### src/rtl/pll_lock_reset_sequencer.sv
// pll_lock_reset_sequencer: synchronizes PLL lock, qualifies it, then sequences a clean reset release.
// Optional no-lock timeout flag is enabled by defining PLL_LOCK_TIMEOUT_EN.
module pll_lock_reset_sequencer #(
    parameter int SYNC_STAGES         = 2,
    parameter int LOCK_STABLE_CYCLES  = 1024,
    parameter int RESET_HOLD_CYCLES   = 16,
    parameter int COUNT_WIDTH         = 8,
    parameter int LOCK_TIMEOUT_CYCLES = 65536
) (
    input  logic                   clk,
    input  logic                   reset,
    input  logic                   pll_locked,
    input  logic                   clear_status,
    output logic                   reset_out,
    output logic                   ready,
    output logic                   lock_lost,
    output logic [COUNT_WIDTH-1:0] lock_loss_count,
    output logic                   lock_timeout
);
    localparam int CW = $clog2((LOCK_STABLE_CYCLES > RESET_HOLD_CYCLES ?
                                LOCK_STABLE_CYCLES : RESET_HOLD_CYCLES) + 1);
    localparam logic [CW-1:0] STABLE_LAST = CW'(LOCK_STABLE_CYCLES - 1);
    localparam logic [CW-1:0] HOLD_LAST   = CW'(RESET_HOLD_CYCLES - 1);

    typedef enum logic [1:0] {WAIT_LOCK, STABILIZE, HOLD_RESET, RUN} state_t;

    state_t                 state;
    logic [SYNC_STAGES-1:0] sync;
    logic [CW-1:0]          cnt;
    logic                   locked_s;

    assign locked_s = sync[SYNC_STAGES-1];

    always_ff @(posedge clk or posedge reset) begin
        if (reset) begin
            state           <= WAIT_LOCK;
            sync            <= '0;
            cnt             <= '0;
            reset_out       <= 1'b1;
            ready           <= 1'b0;
            lock_lost       <= 1'b0;
            lock_loss_count <= '0;
        end else begin
            sync <= {sync[SYNC_STAGES-2:0], pll_locked};
            if (clear_status) begin
                lock_lost       <= 1'b0;
                lock_loss_count <= '0;
            end
            case (state)
                WAIT_LOCK: begin
                    reset_out <= 1'b1;
                    ready     <= 1'b0;
                    if (locked_s) begin
                        state <= STABILIZE;
                        cnt   <= '0;
                    end
                end
                STABILIZE: begin
                    if (!locked_s) state <= WAIT_LOCK;
                    else if (cnt == STABLE_LAST) begin
                        state <= HOLD_RESET;
                        cnt   <= '0;
                    end else cnt <= cnt + 1'b1;
                end
                HOLD_RESET: begin
                    if (!locked_s) state <= WAIT_LOCK;
                    else if (cnt == HOLD_LAST) begin
                        state     <= RUN;
                        reset_out <= 1'b0;
                        ready     <= 1'b1;
                    end else cnt <= cnt + 1'b1;
                end
                RUN: begin
                    // A loss outranks a simultaneous clear_status, restarting the count at 1.
                    if (!locked_s) begin
                        state           <= WAIT_LOCK;
                        reset_out       <= 1'b1;
                        ready           <= 1'b0;
                        lock_lost       <= 1'b1;
                        lock_loss_count <= clear_status ? COUNT_WIDTH'(1) :
                                           (&lock_loss_count) ? lock_loss_count :
                                           lock_loss_count + 1'b1;
                    end
                end
            endcase
        end
    end

`ifdef PLL_LOCK_TIMEOUT_EN
    localparam int TW = $clog2(LOCK_TIMEOUT_CYCLES + 1);
    localparam logic [TW-1:0] TO_MAX = TW'(LOCK_TIMEOUT_CYCLES);

    logic [TW-1:0] tcnt;

    // Held at zero outside WAIT_LOCK, so it starts fresh on every entry.
    always_ff @(posedge clk or posedge reset) begin
        if (reset) begin
            tcnt         <= '0;
            lock_timeout <= 1'b0;
        end else begin
            if (state != WAIT_LOCK) tcnt <= '0;
            else if (tcnt != TO_MAX) tcnt <= tcnt + 1'b1;
            if (state == WAIT_LOCK && tcnt == TO_MAX - 1'b1) lock_timeout <= 1'b1;
            else if (clear_status) lock_timeout <= 1'b0;
        end
    end
`else
    assign lock_timeout = 1'b0;
`endif
endmodule

### config.mk
export PLATFORM = sky130hd
export DESIGN_NAME = pll_lock_reset_sequencer
export DESIGN_NICKNAME = d
export VERILOG_FILES = /design/src/rtl/pll_lock_reset_sequencer.sv
export SDC_FILE = /design/constraint.sdc
export NUM_CORES = 1
export LEC_CHECK = 0
export BUFFER_PORTS_ARGS = -buffer_cell sky130_fd_sc_hd__buf_2
export CORE_ASPECT_RATIO = 1.25
export CORE_MARGIN = 2
export CORE_UTILIZATION = 44
export DETAILED_ROUTE_END_ITERATION = 16
export HOLD_SLACK_MARGIN = 0.12
export SETUP_SLACK_MARGIN = 0.3
export SLEW_MARGIN = 25
export SYNTH_ARGS = -nofsm -noshare
export SYNTH_HDL_FRONTEND = slang
export SYNTH_SLANG_ARGS = --single-unit
### constraint.sdc
create_clock -name clk -period 2.61 [get_ports clk]
set_input_delay 0.1305 -clock clk [delete_from_list [all_inputs] [get_ports clk]]
set_output_delay 0.1305 -clock clk [all_outputs]
set_load 0.03 [all_outputs]
==> flow_metrics.py, run 1 <==
metrics = {
    "run_status": {
        "status": "complete, no violations",
    },
    "floorplan": {
        "die_h_um": 70.98,
        "core_area_um2": 3453,
        "rows": 24,
        "die_w_um": 57.58,
        "dieArea_um2": 4087,
        "start_util_pct": 45.72,
        "boundaryPins": 16,
    },
    "timing": {
        "fin_tns_setup_ps": 0,
        "finalHoldViolations": 0,
        "worst_pin_slew_ps": 541.5,
        "grt_setup_unrepaired": "no",
        "finalClockSkew_ps": 5.660,
        "slew_violations": 0,
        "fin_crit_sh_pct": 79.50,
        "min_period_ps": 2075,
        "worst_slew_margin_rel_pct": 63.85,
        "setup_viol": 0,
        "fmax_mhz": 481.9,
    },
    "synthesis": {
        "synthCells": 167,
        "synth_area_leaders": "dfrtp_1 (40%), ha_1 (5.5%), o21ai_0 (3.5%)",
        "syn-num-nets": 178,
        "synth_edf_count": 0,
        "yosys-top-cells-count": "dfrtp_1 (25), inv_1 (12), nand2_1 (12)",
        "yosys_warnings": 0,
        "synth_top_area_cell": "dfrtp_1",
        "ys_async_sr_fraction_pct": 100.0,
        "syn_area_um2": 1579,
        "ys_ff_latch": 26,
        "synth_top_flop_cell": "dfrtp_1",
        "avgSynthCellArea_um2": 9.455,
        "yosysSeqAreaShare_pct": 41.28,
        "synth_most_common_cell": "dfrtp_1",
        "netlist.area_leader.share_pct": 39.62,
        "yosysUniqueCellTypes": 51,
    },
    "setup_path": {
        "cp-end-kind": "flip-flop",
        "timing.rr.start": "state[0]",
        "worst-setup-path-type": "flip-flop to flip-flop",
        "cp_data_arrival_time_ps": 2270,
        "startpoint": "state[0]",
        "cp_max_fo": 10,
        "required_ps": 2810,
        "cp-start-kind": "flip-flop",
    },
    "clock_tree": {
        "cts_made_buffers": 3,
        "cts_root_buf": "clkbuf_8",
        "path_clk_slew_ps": 100,
        "cts.sinks": 26,
        "htree_levels": 1,
        "clk_latency_ps": 280,
        "clk_path_buf_depth": 2,
        "cts_tree": "built",
    },
    "final_layout": {
        "area_delta_synth_final_pct": 12.52,
        "drive_above_1_share_pct": 19.13,
        "fill_cells": 315,
        "num_antenna_cells": 0,
        "final_core_util_pct": 51.45,
        "layout.nets": 195,
    },
    "global_route": {
        "grt_max_degree": 27,
        "grt_pass1_vias": 1287,
        "antenna_found_initial": 0,
        "grt-ovfl-total": 0,
        "grt_pass1_wl_um": 5851,
        "track_usage_pct": 18.24,
    },
    "detailed_routing": {
        "num_vias": 1369,
        "drc_errors": 0,
        "drt-initial-drc-count": 103,
        "dr.pass1.iters": 4,
        "wl_per_cell_um": 15.49,
        "antenna_left": 0,
        "drt_wl_total_um": 3439,
        "via_per_inst": 6.167,
    },
    "pwr": {
        "p_leak_nw": 0.7934,
        "pwr_density_cell_nw_per_um2": 693.1,
        "finalPower_mw": 1.231,
        "power_frac_seq_pct": 37.6,
        "clockPowerShare_pct": 27.8,
        "p_sw_mw": 0.4352,
        "switching_share_pct": 35.34,
        "comb_power_share_pct": 34.6,
        "vdd_drop_max_uv": 499.8,
        "intPower_mw": 0.7962,
    },
    "placed_design": {
        "gp_congestion": 0.8521,
        "place_hpwl_um": 2496,
        "io_buffers": 14,
    },
    "job": {
        "cap_violations": 0,
    },
    "hold_path": {
        "worstHoldPathType": "flip-flop to flip-flop",
        "worstHoldStart": "sync[0]",
    },
}
[power by group through the flow]
| stage | logic, mW | clock network (mW) | registers, mW |
|---|---|---|---|
| finish | 0.426 | 0.342 | 0.463 |
| global route | 0.479 | 0.366 | 0.470 |
| CTS | 0.415 | 0.349 | 0.464 |
| detailed placement | 0.410 | 0 | 0.473 |
| global placement | 0.396 | 0 | 0.468 |
| floorplan | 0.316 | 0 | 0.480 |
[state kept, by name (all words and copies together), names as in the netlist]
register and count:
sync 2, ready 1, lock_lost 1, cnt 11, reset_out 1, lock_loss_count 8, state 2
[cell type report]
type,instances,area [µm²],area share (%)
multi-input combinational,121,837.1,47.11
sequential,26,651.9,36.69
timing repair buffer,20,122.6,6.901
tap,39,48.80,2.746
inverter,12,45.04,2.535
clock buffer,3,41.29,2.324
clock inverter,1,30.03,1.690
[logic make-up after synthesis]
| group | synth area share, % |
|---|---|
| AND/OR/NAND/NOR | 22.58 |
| AO/OA/AOI/OAI | 21.39 |
| flip-flops | 41.28 |
| buffers and inverters | 5.942 |
| adder cells (fa/ha/maj) | 5.546 |
| multiplexers | 1.902 |
| XOR/XNOR | 1.110 |
| other | 0.2375 |
[per-layer routing]
layer	global-route usage (%)	vias to the layer above	part of all wire, %
met3	2.194	11	2.9
met4	8.527	0	3.1
met5	0	-	0
li1	-	648	-
met1	22.90	674	44
met2	30.81	36	50
[stage by stage]
step,instance area [µm²],cells,hold WS [ps],setup slack [ps]
2_1_floorplan,1579,167,161.9,669.7
3_3_place_gp,1672,215,239.9,509.8
3_5_place_dp,1672,215,241.0,394.0
4_1_cts,1773,222,364.2,375.8
5_1_grt,1777,222,368.2,401.5
6_report,1777,222,360.7,535.1
[path summary, 6_finish.rpt]
check,end,depth (start not counted),slack [ps]
hold / removal,sync[1],0,360
setup reg to reg,cnt[4],5,540
max in group asynchronous,reset_out,3,1810
min in group asynchronous,cnt[6],3,430
hold reg to reg,sync[1],0,360
setup / recovery,cnt[4],5,540
[placed cells by master (no fill, tap or decap), types with 2 or more instances in the layout]
master	instances
o211ai_1	2
nand2b_1	4
dlygate4sd3_1	3
nor2_1	6
buf_4	3
nand4_1	5
o221ai_2	2
xor2_1	2
ha_1	7
mux2i_1	3
nor3_1	3
o22ai_1	4
or2_2	3
dfrtp_1	25
o31ai_1	4
o21ai_0	11
clkbuf_8	3
nand2_1	12
or4_1	2
o21ai_1	5
buf_2	14
nand3_1	6
or3_1	3
a21oi_1	7
inv_1	11
a211oi_1	2
and3_1	4
[timing repair]
action,4_1_cts,5_1_grt
setup buffers,0,0
setup endpoints to repair,0,9
hold buffers,3,0
resized for setup,0,1
hold endpoints to repair,30,0
[worst max-delay path: stages (launching register included)]
cell      delay [ps]
dfrtp_1          420
inv_1            140
ha_1             370
o21ai_1          250
or4b_4           630
o221ai_2         180
Power figures use the tool's default switching activity.
==> run 2, diff against run 1 <==
--- a/config.mk
+++ b/config.mk
@@ -5,6 +5,7 @@
 export SDC_FILE = /design/constraint.sdc
 export NUM_CORES = 1
 export LEC_CHECK = 0
+export ABC_AREA = 1
 export BUFFER_PORTS_ARGS = -buffer_cell sky130_fd_sc_hd__buf_2
 export CORE_ASPECT_RATIO = 1.25
 export CORE_MARGIN = 2
==> constraint.sdc (replaced) <==
create_clock -name clk -period 1.93 [get_ports clk]
set_input_delay 0.0965 -clock clk [delete_from_list [all_inputs] [get_ports clk]]
set_output_delay 0.0965 -clock clk [all_outputs]
set_load 0.03 [all_outputs]
==> run 2 against run 1 <==
Against the previous run:
- sequential power increased by 40%
- first-iteration DRC count decreased by 30%
- critical path depth increased by 4
- the run now ends with design-rule violations left
- total power increased by 60%
- area after synthesis increased by 4.8%
- hold slack got worse by 3.9 ps
- non-clock buffer count increased by 11
- clock skew increased by 2.2 ps
- sequential share of layout area decreased by 4.7 points
- wire length increased by 8.1%
- setup slack got worse by 190 ps
- largest power group is now combinational logic
==> flow_metrics.py, run 2 <==
metrics = {
    "timing": {
        "slew_violations": 0,
        "fin_crit_sh_pct": 82.10,
        "finalClockSkew_ps": 7.813,
        "finalHoldViolations": 0,
        "grt_setup_unrepaired": "yes",
        "min_period_ps": 1585,
        "fmax_mhz": 631.1,
        "setup_viol": 0,
        "fin_tns_setup_ps": 0,
    },
    "floorplan": {
        "start_util_pct": 46.68,
        "die_w_um": 58.84,
        "dieArea_um2": 4269,
        "rows": 24,
        "die_h_um": 72.55,
        "boundaryPins": 16,
        "core_area_um2": 3543,
    },
    "setup_path": {
        "path_buf_inv": 1,
        "crit_slowest_cell": "dfrtp_1",
        "cp-start-kind": "flip-flop",
        "cp_data_arrival_time_ps": 1810,
        "slowest_delay_ps": 430,
        "timing.rr.start": "state[1]",
        "path_cells": "buf_6 > ha_4 > nor2_4 > nor2_2 > nor2_4 > nand2_4 > nor2_4 > nand3_2 > nand2_1",
        "required_ps": 2150,
        "worst-setup-path-type": "flip-flop to flip-flop",
        "r2r_setup_slack_ps": 350,
        "cp-end-kind": "flip-flop",
        "reg2reg_depth": 9,
        "cpMostUsedCell": "nor2_4",
        "critical-path-top-delay-family": "simple AND/OR/NAND/NOR gates",
        "timing.rr.end": "cnt[2]",
        "cp_max_fo": 6,
    },
    "detailed_routing": {
        "num_vias": 1575,
        "drc_errors": 2,
        "via_per_inst": 5.130,
        "antenna_left": 0,
        "wl_per_cell_um": 12.11,
        "drt-initial-drc-count": 72,
        "dr.pass1.iters": 10,
        "drt_wl_total_um": 3717,
    },
    "hold_path": {
        "hold_depth": 0,
        "worstHoldPathType": "flip-flop to flip-flop",
        "min_to": "sync[1]",
        "worstHoldStart": "sync[0]",
    },
    "synthesis": {
        "yosysSeqAreaShare_pct": 39.41,
        "netlist.area_leader.share_pct": 37.82,
        "ys_async_sr_fraction_pct": 100.0,
        "syn-num-nets": 246,
        "synth_most_common_cell": "nand2_1",
        "synth_top_area_cell": "dfrtp_1",
        "yosys_warnings": 0,
        "synth_area_leaders": "dfrtp_1 (38%), nand2_1 (17%), nand3_1 (8.2%)",
        "synthCells": 235,
        "yosysUniqueCellTypes": 29,
        "avgSynthCellArea_um2": 7.039,
        "ys_ff_latch": 26,
        "yosys-top-cells-count": "nand2_1 (76), inv_1 (27), nand3_1 (27), nor2_1 (27), dfrtp_1 (25)",
        "synth_edf_count": 0,
        "syn_area_um2": 1654,
        "synth_top_flop_cell": "dfrtp_1",
    },
    "final_layout": {
        "largestRegisters": "cnt: 11 flops, lock_loss_count: 8 flops",
        "num_antenna_cells": 0,
        "largest-register": "cnt",
        "seqCellArea_um2": 651.9,
        "area_delta_synth_final_pct": 23.07,
        "final_cell_mix": "nand2_1 (76), inv_1 (25), dfrtp_1 (25)",
        "largest_reg_flops": 11,
        "final_common_cell": "nand2_1",
        "layout.nets": 280,
        "stdcell_area_um2": 2036,
        "multi_input_area_um2": 972.2,
        "layout.cells.non_filler": 307,
        "fill_cells": 345,
        "drive_above_1_share_pct": 22.39,
    },
    "run_status": {
        "status": "complete, but fails checks",
        "violations": "design-rule violations",
    },
    "clock_tree": {
        "htree_levels": 1,
        "clk_latency_ps": 270,
        "clk_path_buf_depth": 2,
        "cts_root_buf": "clkbuf_8",
        "cts.sinks": 26,
        "path_clk_slew_ps": 90,
        "cts_made_buffers": 3,
        "cts_tree": "built",
    },
    "placed_design": {
        "postPlaceCellArea_um2": 1772,
        "gp_congestion": 0.8313,
        "io_buffers": 14,
        "place_hpwl_um": 2653,
        "dp.cells": 288,
    },
    "pwr": {
        "p_leak_nw": 1.033,
        "pwr_density_cell_nw_per_um2": 970.5,
        "vdd_drop_max_uv": 411.1,
    },
    "global_route": {
        "antenna_found_initial": 0,
        "gr-usage-met1_pct": 23.87,
        "grt_pass1_vias": 1414,
        "grt_pass1_wl_um": 6161,
        "met2_usage_pct": 30.25,
        "gr-usage-met3_pct": 2.852,
        "grt_max_degree": 27,
        "busiest_layer": "met2",
        "track_usage_pct": 18.66,
        "grt-ovfl-total": 0,
    },
    "job": {
        "cap_violations": 0,
    },
}
run 2: changes by cell type in the layout (fill, tap and decap cells not counted), moves of 8 or more:
cell     previous run  this run
nand2_1            12        76
buf_4               3        13
inv_1              11        25
nand3_1             6        20
o21ai_0            11         3
nor2_1              6        22
nand3_2             0         8
run 2: cell type report:
| type | instances | area share [%] |
|---|---|---|
| inverter | 29 | 5.347 |
| clock buffer | 4 | 2.213 |
| timing repair buffer | 31 | 10.26 |
| multi-input combinational | 178 | 47.76 |
| sequential | 26 | 32.02 |
| tap | 39 | 2.397 |
run 2: routing by layer:
layer	wire (µm)	share of wire, %
met3	116	3.1
met1	1657	45
met4	80	2.2
met2	1863	50
met5	0	0
run 2: kinds of logic (layout without fill, tap and decap cells):
family,after synthesis,in the layout,synth area share (%)
adders and majority gates,7,7,5.295
xor gates and xnor gates,4,4,2.118
buffers and inverters,32,64,8.018
other,1,1,0.2267
DFF,26,26,39.41
AOI/OAI and AO/OA,16,16,5.447
and+or+nand+nor,149,150,39.49
run 2: through the flow:
step / setup WS, ps / total power [mW] / hold WS, ps / util, %
floorplan: 379.7 / 1.198 / 127.9 / -
global placement: 182.0 / 1.346 / 163.9 / 50.00
detailed placement: 69.13 / 1.354 / 176.7 / 50.00
CTS: 310.1 / 1.815 / 360.4 / 54.27
global route: 203.6 / 2.123 / 362.8 / 57.45
finish: 345.4 / 1.976 / 356.8 / 57.45
run 2: worst max-delay path by stage:
stage / start / to / depth (start not counted)
CTS: state[1] / cnt[1] / 9
global route: cnt[0] / cnt[7] / 9
detailed placement: state[0] / cnt[3] / 9
global placement: state[0] / cnt[10] / 9
floorplan: state[0] / cnt[10] / 9
finish: state[1] / cnt[2] / 9
run 2: worst register-to-register path: stages (launching register included):
cell	delay, ps
dfrtp_1	430
buf_6	140
ha_4	160
nor2_4	120
nor2_2	60
nor2_4	150
nand2_4	100
nor2_4	210
nand3_2	100
nand2_1	70
run 2: power breakdown:
part	leakage (nW)	total (mW)	switching (mW)	internal [mW]
clock	0.0228	0.322	0.174	0.148
sequential	0.352	0.647	0.0440	0.603
combinational	0.658	1.01	0.609	0.398
run 2: timing repair:
item,4_1_cts,5_1_grt
endpoints found under the hold margin,27,0
hold buffers,3,0
setup buffers,5,6
gates resized for setup,7,18
pin swaps,5,7
cloned,1,0
setup endpoints to repair,11,18
